`src/rtl/ultra_pkg.sv`:
```
// Shared types and default timing constants for the ultrasonic ranger.
package ultra_pkg;

  typedef enum logic [2:0] {
    IDLE,
    TRIG,
    WAIT_ECHO,
    MEASURE,
    DONE
  } ultra_state_t;

  localparam int TRIG_TICKS    = 1000;       // 10 us trigger pulse at 100 MHz
  localparam int TICKS_PER_CM  = 5800;       // 58 us round trip per cm
  localparam int TIMEOUT_TICKS = 6_000_000;  // 60 ms, cycle abandoned
  localparam int MAX_CM        = 400;        // distance saturation value

endpackage

```
`src/rtl/sync_2ff.sv`:
```
// Two-flop synchronizer for a single asynchronous level, resets to 0.
module sync_2ff (
  input  logic clk,
  input  logic reset,
  input  logic d,
  output logic q
);

  logic meta;

  // capture the asynchronous input through two flops
  always_ff @(posedge clk or negedge reset) begin
    if (!reset) begin
      meta <= 1'b0;
      q    <= 1'b0;
    end else begin
      meta <= d;
      q    <= meta;
    end
  end

endmodule

```
`src/rtl/ultrasonic_ranger.sv`:
```
// Ultrasonic ranger: trigger generation, echo timing and cm conversion.
//
// state     | meaning
// ----------+------------------------------------------------------------
// IDLE      | waiting for the timebase count to wrap to 0
// TRIG      | trigger pulse high until count reaches TRIG_TICKS
// WAIT_ECHO | waiting for a fresh echo rising edge, or the timeout count
// MEASURE   | echo high: prescaler divides ticks into cm, waits for fall
// DONE      | publish distance/over_range with a one-cycle valid
module ultrasonic_ranger #(
  parameter int CW            = 23,
  parameter int DW            = 9,
  parameter int TRIG_TICKS    = ultra_pkg::TRIG_TICKS,
  parameter int TICKS_PER_CM  = ultra_pkg::TICKS_PER_CM,
  parameter int TIMEOUT_TICKS = ultra_pkg::TIMEOUT_TICKS,
  parameter int MAX_CM        = ultra_pkg::MAX_CM
) (
  input  logic          clk,
  input  logic          reset,
  input  logic [CW-1:0] count,
  input  logic          echo,
  output logic          trig,
  output logic [DW-1:0] distance_cm,
  output logic          valid,
  output logic          timeout,
  output logic          over_range
);

  import ultra_pkg::*;

  localparam int PW = (TICKS_PER_CM > 1) ? $clog2(TICKS_PER_CM) : 1;

  localparam logic [CW-1:0] TRIG_C    = CW'(TRIG_TICKS);
  localparam logic [CW-1:0] TIMEOUT_C = CW'(TIMEOUT_TICKS);
  localparam logic [PW-1:0] PRE_LAST  = PW'(TICKS_PER_CM - 1);
  localparam logic [PW-1:0] PRE_FIRST = PW'(1);
  localparam logic [DW-1:0] CM_MAX    = DW'(MAX_CM);

  ultra_state_t  state;
  logic          echo_s;
  logic          echo_d;
  logic          echo_rise;
  logic          echo_fall;
  logic [PW-1:0] prescaler;
  logic [DW-1:0] cm;

  sync_2ff u_echo_sync (
    .clk   (clk),
    .reset (reset),
    .d     (echo),
    .q     (echo_s)
  );

  // delayed copy of the synchronized echo for edge detection
  always_ff @(posedge clk or negedge reset) begin
    if (!reset) begin
      echo_d <= 1'b0;
    end else begin
      echo_d <= echo_s;
    end
  end

  assign echo_rise = echo_s & ~echo_d;
  assign echo_fall = ~echo_s & echo_d;

  // sequencing FSM with prescaler, cm counter and registered outputs
  always_ff @(posedge clk or negedge reset) begin
    if (!reset) begin
      state       <= IDLE;
      trig        <= 1'b0;
      distance_cm <= '0;
      valid       <= 1'b0;
      timeout     <= 1'b0;
      over_range  <= 1'b0;
      prescaler   <= '0;
      cm          <= '0;
    end else begin
      valid   <= 1'b0;
      timeout <= 1'b0;
      case (state)
        IDLE: begin
          if (count == '0) begin
            state <= TRIG;
            trig  <= 1'b1;
          end
        end
        TRIG: begin
          if (count == TRIG_C) begin
            state <= WAIT_ECHO;
            trig  <= 1'b0;
          end
        end
        WAIT_ECHO: begin
          if (count == TIMEOUT_C) begin
            state   <= IDLE;
            timeout <= 1'b1;
          end else if (echo_rise) begin
            // the rising-edge cycle is already the first high tick
            state     <= MEASURE;
            prescaler <= PRE_FIRST;
            cm        <= '0;
          end
        end
        MEASURE: begin
          // an echo fall wins over a coincident timeout count
          if (echo_fall) begin
            state <= DONE;
          end else if (count == TIMEOUT_C) begin
            state   <= IDLE;
            timeout <= 1'b1;
          end else if (echo_s) begin
            if (prescaler == PRE_LAST) begin
              prescaler <= '0;
              if (cm != CM_MAX) cm <= cm + 1'b1;
            end else begin
              prescaler <= prescaler + 1'b1;
            end
          end
        end
        DONE: begin
          distance_cm <= cm;
          over_range  <= (cm == CM_MAX);
          valid       <= 1'b1;
          state       <= IDLE;
        end
        default: begin
          state <= IDLE;
          trig  <= 1'b0;
        end
      endcase
    end
  end

endmodule

```
`config.mk`:
```
export PLATFORM = sky130hd
export DESIGN_NAME = ultrasonic_ranger
export DESIGN_NICKNAME = d
export VERILOG_FILES = /design/src/rtl/ultra_pkg.sv /design/src/rtl/sync_2ff.sv /design/src/rtl/ultrasonic_ranger.sv
export SDC_FILE = /design/constraint.sdc
export NUM_CORES = 1
export LEC_CHECK = 0
export ABC_AREA = 1
export CELL_PAD_IN_SITES_DETAIL_PLACEMENT = 0
export CELL_PAD_IN_SITES_GLOBAL_PLACEMENT = 1
export CORE_UTILIZATION = 41
export DETAILED_ROUTE_END_ITERATION = 8
export PLACE_DENSITY = 0.93
export SYNTH_ARGS = -nofsm -noshare
export SYNTH_HDL_FRONTEND = slang
export SYNTH_SLANG_ARGS = --single-unit
```
`constraint.sdc`:
```
create_clock -name clk -period 2.8 [get_ports clk]
set_input_delay 0.7 -clock clk [delete_from_list [all_inputs] [get_ports clk]]
set_output_delay 0.7 -clock clk [all_outputs]
set_load 0.1 [all_outputs]
```
[Word-level counts from Yosys, hierarchy flattened]
Index checks and enable logic that the tools add are counted.
Widths: inputs -> output; s select.
Cells by class
  eq/ne operators: 20
  bitwise operators: 5
  div/mod/pow operators: 0
  shifts and indexed selects: 0
  magnitude comparators: 0
  add/sub/neg operators: 2
  muxes and demuxes: 29
  reduce and logical (&&, ||, !) cells: 8
  multiply operators: 0
Operators by type and width (count)
  $mux 13: 6
  $mux 9: 7
  $pmux 13 s2: 1
  $eq 23x10->1 const B: 1
  $eq 23x23->1 const B: 1
  $logic_not 23->1: 1
  $mux 3: 6
  $pmux 9 s2: 1
  $ne 2x2->1 const B: 8
  $add 13x1->13 const B: 1
  $eq 13x13->1 const B: 1
  $pmux 3 s4: 1
  $add 9x1->9 const B: 1
  $eq 9x9->1 const B: 1
  $ne 9x9->1 const B: 1
  $reduce_and 8->1: 1
  $eq 3x2->1 const B: 2
  $ne 3x3->1 const B: 2
  $reduce_and 6->1: 1
  $mux 1: 5
  $reduce_and 4->1: 1
  $eq 3x1->1 const B: 1
  $eq 3x3->1 const B: 1
  $logic_not 3->1: 1
  8 further kinds: 11
Word-level totals
  memories: 0
  latch bits: 0
  logic and storage cells: 75
  memory bits (writable): 0
  memory bits (read-only): 0
  register bits: 41
  output and inout port bits: 13

[Logic depth before layout (Yosys ltp)]
Gate-level depths: netlist of run 1.
  depth after elaboration: 7
  mapped depth: 10

[Cells and area by module]
Synthesis of run 1 repeated with hierarchy kept, for this count alone.
Second synthesis, totals
  cells, all modules: 369
  area, all modules: 2541.2 um^2
Modules (own cells, without submodules)
  ultrasonic_ranger: area each 2491.1 um^2, cells each 367, instances 1, sequential area each 975.9 um^2
  sync_2ff: area each 50.0 um^2, cells each 2, instances 1, sequential area each 50.0 um^2

[Worst setup path before layout of run 1]
Ideal clock, no wire load.
  kind: input to register
  from: input port count[1]
  to: register prescaler[3]
  required time: 2722 ps
  slack: 1160 ps
  data arrival time: 1563 ps
  cell stages on the path: 8
  path through: nor2_2 -> nand2_1 -> nor2_1 -> nand3_4 -> nand2_4 -> buf_6 -> nand2_1 -> o21ai_1
On the way
  word-level cells in the longest chain between the ends: 3
  elaborated cells on any way between the ends: 4
  classes of those cells: eq/ne: 3; reduce/logical: 1
Ends and longest elaborated chain
  start: declaration: line ultrasonic_ranger.sv:20  | input logic [CW-1:0] count,
  $eq 23x23->1 (*): line ultrasonic_ranger.sv:94, ultrasonic_ranger.sv:108
  $ne 2x2->1 (no source line)
  $reduce_and 6->1 (no source line) (*)
  end signal: assignment: line ultrasonic_ranger.sv:116  | prescaler <= prescaler + 1'b1;
  end: declaration: line ultrasonic_ranger.sv:44  | logic [PW-1:0] prescaler;
Every way passes the cells marked *; elsewhere a longest branch is shown, timed or not.
A chain may end at the register's enable or synchronous reset.

[Worst setup path in the final report of run 1]
  from: input port count[1]
  to: register cm[1]
On the way
  word-level cells in the longest chain between the ends: 3
  elaborated cells on any way between the ends: 4
  classes of those cells: eq/ne: 3; reduce/logical: 1
Ends and longest elaborated chain
  $eq 23x23->1 (*): line ultrasonic_ranger.sv:94, ultrasonic_ranger.sv:108
  $ne 2x2->1 (no source line)
  $reduce_and 8->1 (no source line) (*)
  end signal: assignment: line ultrasonic_ranger.sv:114  | if (cm != CM_MAX) cm <= cm + 1'b1;
  end: declaration: line ultrasonic_ranger.sv:45  | logic [DW-1:0] cm;
Marked as above.

==> key figures, run 1 <==
Outcome
  – Status: completed

Route
  – DR vias/cell: 4.73
  – DRC Markers: 0
  – Drt first pass iters: 4
  – Routed vias: 2,209
  – Final ANT Viol Nets: 0
  – Routed wire length: 4970 um
  – WL/cell: 10.6 um
  – DRT iter0 DRCs: 134

Global routing
  – First-pass GRT wire length: 8810 um
  – Global-route usage over all layers: 17.5%
  – Total grt overflow: 0
  – Vias in the first global route: 2,102
  – Initial antenna violation count: 0
  – Largest net degree at the start of global routing: 42

Place
  – Post-place setup slack: 0.512 ns
  – Post-Place Cell Area: 0.00290 sq mm
  – # port buffers: 38
  – RD Place Congestion: 0.829
  – HPWL after DPL: 3750 um
  – Dpl cells: 459

Floorplan
  – Area of the die: 0.00637 sq mm
  – Starting Density: 43.7%
  – Boundary pin count: 39
  – Core area: 0.00568 sq mm
  – Die X: 79.8 um
  – Row Count: 27
  – Die Y: 79.8 um

Setup path
  – CP endpoint kind: flop
  – Setup crit start kind: input port
  – Worst-path fanout max: 16
  – R2R depth: 8
  – CP required: 2.99 ns
  – WS Path Type: in2reg
  – Crit path DAT: 2.16 ns

Synth
  – Post-synthesis sequential area ratio: 41.3%
  – Post-synth top area share: 41.3%
  – Largest area contributor in the netlist: dfrtp_1
  – #FFs+latches synth: 41
  – Synth Net Count: 380
  – Yosys warnings: 0
  – Cells after Synth: 351
  – Yosys cell types: 30
  – Synth top area cells: dfrtp_1 41%, nand2_1 19%, nor2_1 7.7%
  – Mapped Area: 0.00248 sq mm
  – Synth Area per Inst: 7.07 sq um

Finish
  – Synthesis-to-layout area growth: 21.4%
  – Design area: 0.00301 sq mm
  – Fin util: 53.1%
  – Share of cells above drive strength 1: 11.4%
  – Antenna diode count: 0
  – Non-Filler Instances: 467
  – Final #Nets: 423

STA
  – Period utilisation layout: 70.4%
  – RSZ-0062 raised after global routing: no
  – Final hold violation count: 0
  – Final setup fails: 0
  – Final hold slack: 0.353 ns
  – Worst setup margin: 0.829 ns
  – Setup TNS: 0 ns
  – Clk_skew: 0.0118 ns
  – Max-slew violations: 0
  – Final Critical Period: 1.97 ns
  – Slew HR: 38.7%
  – Worst slew pin tran: 0.919 ns
  – Max Freq: 507 MHz

Min path
  – Min-Delay Path Depth: 0
  – Worst hold path type: reg2reg

Clock network
  – Clock buffer depth: 2
  – Post-CTS Hold Buffers: 0
  – Clock Latency Late Sink: 0.30 ns
  – Post-CTS Setup Bufs: 0
  – CTS tree: yes
  – H-tree level count: 2
  – Num Clock Sinks: 41
  – Clock-pin slew on the worst setup and hold paths: 0.08 ns
  – TritonCTS Buffers: 5
  – Post-cts sizing count: 0
  – CTS root buf: clkbuf_8

Power
  – Pwr Density: 381 mW/mm^2
  – Worst VDD drop: 0.236 mV
  – Total design power: 1.15 mW
  – Leak Pwr: 1.40 nW

Job
  – MaxCap Viol Count: 0
-- synthesized netlist by cell type, drive strengths merged --
master	number
xor2	9
nor2	57
nor3b	2
nor3	2
buf	1
nand3b	1
xnor2	1
ha	3
nand4	7
or2	2
nand3	19
nand2	130
o21ai	25
a211oi	1
a21oi	4
inv	45
clkbuf	1
dfrtp	41
-- kinds of logic (layout without fill, tap and decap cells) --
kind of cell               Yosys count  count (layout)  share of synthesized area [%]
and+or+nand+nor                    220             220                           39.4
buffers and inverters               47              91                           7.41
DFF                                 41              41                           41.3
AOI/OAI and AO/OA                   30              30                           6.80
xor gates and xnor gates            10              10                           3.53
adders and majority gates            3               3                           1.51
-- worst max-delay path, stage by stage --
cell             delay (ns)
clkdlybuf4s50_1        0.43
nor2_2                 0.13
nand2_1                0.11
nor2_1                 0.18
nand3_4                0.17
nand2_4                0.24
nor2_8                 0.08
nand2_1                0.06
nand2_1                0.05
-- final timing paths --
| path | slack (ns) | to | from |
|---|---|---|---|
| max | 0.83 | cm[1] | count[1] |
| min | 0.35 | u_echo_sync.q | u_echo_sync.meta |
| max reg2reg | 1.15 | prescaler[8] | prescaler[0] |
| min reg2reg | 0.35 | u_echo_sync.q | u_echo_sync.meta |
| max in group asynchronous | 1.69 | valid | reset |
| min in group asynchronous | 0.54 | prescaler[11] | reset |
-- area by class of cell --
| type | instances | area [sq um] |
|---|---|---|
| flip-flops and latches | 41 | 1030 |
| inverters | 45 | 169 |
| well taps | 72 | 90.1 |
| clock inverters | 3 | 43.8 |
| fillers | 585 | 2660 |
| repair buffers | 38 | 343 |
| multi-input cells | 263 | 1270 |
| clock buffers | 5 | 68.8 |
-- report_power, final --
group          internal, mW  switching [mW]
clock network         0.267           0.213
registers             0.594         0.00143
logic                0.0376          0.0348
-- cell usage in the layout (no fill, tap or decap) --
| master | count |
|---|---|
| nand2_1 | 126 |
| nor2_1 | 51 |
| dfrtp_1 | 41 |
| inv_1 | 40 |
| clkdlybuf4s50_1 | 24 |
| nand3_1 | 17 |
| o21ai_0 | 16 |
| buf_4 | 13 |
| xor2_1 | 9 |
| o21ai_1 | 8 |
| inv_2 | 5 |
| nand4_1 | 5 |
| clkbuf_8 | 5 |
| nor2_2 | 4 |
| a21oi_1 | 4 |
| ha_1 | 3 |
| nand2_2 | 2 |
| nand2_4 | 2 |
| nor3_1 | 2 |
| or2_2 | 2 |
| nor3b_1 | 2 |
| nand3_4 | 1 |
| nor2_4 | 1 |
| a211oi_4 | 1 |
| nand3_2 | 1 |
| nand4_4 | 1 |
| xnor2_1 | 1 |
| nand4_2 | 1 |
| nor2_8 | 1 |
| o21ai_2 | 1 |
| nand3b_1 | 1 |
| clkinv_2 | 1 |
| inv_6 | 1 |
| bufinv_16 | 1 |
| buf_2 | 1 |
-- sequential cells by signal, indices dropped and copies added (netlist names) --
signal and flops:
state 3, u_echo_sync.meta 1, timeout 1, prescaler 13, trig 1, cm 9, echo_d 1, valid 1
over_range 1, u_echo_sync.q 1, distance_cm 9
-- per-layer routing --
metal | GRT usage (%) | routed length (um) | vias to the layer above
met4 | 5.36 | 67 | 0
met2 | 30.1 | 2210 | 36
met5 | 0 | 0 | -
li1 | - | - | 1180
met3 | 2.86 | 193 | 7
met1 | 22.4 | 2500 | 986
Power figures use the tool's default switching activity.
==> inputs of run 2 (changes only) <==
--- a/config.mk
+++ b/config.mk
@@ -8,9 +8,9 @@
 export ABC_AREA = 1
 export CELL_PAD_IN_SITES_DETAIL_PLACEMENT = 0
 export CELL_PAD_IN_SITES_GLOBAL_PLACEMENT = 1
-export CORE_UTILIZATION = 41
+export CORE_UTILIZATION = 35
 export DETAILED_ROUTE_END_ITERATION = 8
-export PLACE_DENSITY = 0.93
+export PLACE_DENSITY = 0.85
 export SYNTH_ARGS = -nofsm -noshare
 export SYNTH_HDL_FRONTEND = slang
 export SYNTH_SLANG_ARGS = --single-unit
==> constraint.sdc (replaced) <==
create_clock -name clk -period 1.73 [get_ports clk]
set_input_delay 0.4325 -clock clk [delete_from_list [all_inputs] [get_ports clk]]
set_output_delay 0.4325 -clock clk [all_outputs]
set_load 0.1 [all_outputs]
==> key figures, run 2 (same netlist as run 1, synthesis figures left out) <==
STA
  – Final Critical Period: 1.67 ns
  – RSZ-0062 raised after global routing: yes
  – Final setup fails: 0
  – Max-slew violations: 0
  – Final hold slack: 0.0180 ns
  – Final hold violation count: 0
  – Period utilisation layout: 96.5%
  – Slew HR: 68.1%
  – Clk_skew: 0.00962 ns
  – Worst setup margin: 0.0608 ns
  – Max Freq: 599 MHz
  – Worst slew pin tran: 0.476 ns

Setup path
  – Max incr delay on CP: 0.45 ns
  – Worst-path fanout max: 10
  – WS Path Type: in2reg
  – Crit path DAT: 1.84 ns
  – Worst Path Buf+Inv: 2
  – Setup crit start kind: input port
  – Critical Path, Cell by Cell: clkdlybuf4s50_1 > nor2_2 > nand2_1 > nor2_2 > nand3_4 > buf_6 > nand4_4 > o21ai_0
  – CP endpoint kind: flop
  – CP required: 1.90 ns
  – CP delay by family, top: simple AND/OR/NAND/NOR gates
  – Critical Path Most Common Cell: nor2_2
  – Worst path slowest cell: clkdlybuf4s50_1

Clock network
  – H-tree level count: 2
  – Post-CTS Hold Buffers: 0
  – Num Clock Sinks: 41
  – Clock-pin slew on the worst setup and hold paths: 0.08 ns
  – CTS tree: yes
  – CTS root buf: clkbuf_8
  – Clock buffer depth: 2
  – TritonCTS Buffers: 5
  – Post-CTS Setup Bufs: 0
  – Clock Latency Late Sink: 0.29 ns

Floorplan
  – Die X: 86.2 um
  – Core area: 0.00683 sq mm
  – Area of the die: 0.00743 sq mm
  – Boundary pin count: 39
  – Die Y: 86.2 um
  – Starting Density: 36.3%
  – Row Count: 30

Power
  – Total design power: 2.01 mW
  – Pwr Density: 597 mW/mm^2
  – Worst VDD drop: 0.346 mV
  – Leak Pwr: 1.53 nW

Finish
  – Synthesis-to-layout area growth: 35.7%
  – Largest Register: prescaler
  – Final #Nets: 438
  – Non-Filler Instances: 506
  – Most frequent cells in the layout: 126 x nand2_1, 49 x nor2_1, 41 x dfrtp_1
  – Top flop regs: prescaler: 13 flops, cm: 9 flops, distance_cm: 9 flops
  – Share of cells above drive strength 1: 15.1%
  – Max reg flops: 13
  – Fin util: 49.3%
  – Antenna diode count: 0
  – Most common cell after layout, fill and taps aside: nand2_1

Route
  – DRT iter0 DRCs: 94
  – Final ANT Viol Nets: 0
  – Routed wire length: 5530 um
  – DR vias/cell: 4.53
  – WL/cell: 10.9 um
  – Drt first pass iters: 4
  – DRC Markers: 0
  – Routed vias: 2,290

Min path
  – Worst hold path type: in2async

Job
  – MaxCap Viol Count: 0

Place
  – Post-place setup slack: -0.270 ns
  – HPWL after DPL: 4240 um
  – # port buffers: 38
  – RD Place Congestion: 0.799
  – Dpl cells: 498

Outcome
  – Status: completed

Global routing
  – Vias in the first global route: 2,219
  – Total grt overflow: 0
  – Global-route usage over all layers: 16.6%
  – Largest net degree at the start of global routing: 20
  – Initial antenna violation count: 0
  – First-pass GRT wire length: 9840 um
run 2: worst paths after layout:
path                                       end        startpoint  slack, ns  cells past startpoint
worst max-delay path              prescaler[6]          count[5]       0.06                      8
worst min-delay path            distance_cm[5]             reset       0.02                      1
worst max register to register    prescaler[6]          state[2]       0.12                      5
worst min register to register   u_echo_sync.q  u_echo_sync.meta       0.36                      0
max in group asynchronous         prescaler[8]             reset       1.15                      2
min in group clk                 u_echo_sync.q  u_echo_sync.meta       0.36                      0
run 2: power by group:
group,internal (mW),switching [mW]
combinational,0.0768,0.0629
clock,0.573,0.334
sequential,0.961,0.00271
run 2: what timing repair did:
| action | in CTS | in global routing |
|---|---|---|
| gates resized for setup | 0 | 6 |
| hold endpoints to repair | 0 | 0 |
| endpoints found under the setup margin | 0 | 23 |
run 2: area by class of cell:
class / count / area (sq um)
Clock buffer: 5 / 68.8
Clock inverter: 3 / 65.1
Fill cell: 661 / 3460
Inverter: 45 / 169
Multi-Input combinational cell: 263 / 1290
Sequential cell: 41 / 1030
Tap cell: 96 / 120
Timing Repair Buffer: 53 / 624
run 2: worst reg2reg max path, stage by stage (launching register included):
cell	delay (ns)
dfrtp_1	0.40
inv_2	0.09
nand2_2	0.11
a211oi_4	0.42
nand4_4	0.27
o21ai_0	0.25
run 2: through the flow:
stage / setup TNS, ns / area, sq um
floorplan: 0 / 2480
global placement: -5.53 / 3210
detailed placement: -5.79 / 3210
CTS: 0 / 3340
global route: -0.105 / 3370
finish: 0 / 3370
run 2: layer usage:
layer	global-route usage (%)	wire length (um)	vias to the layer above
li1	-	-	1208
met2	27.1	2510	39
met4	4.55	62	0
met5	0	0	-
met3	3.71	222	6
met1	22.1	2730	1037
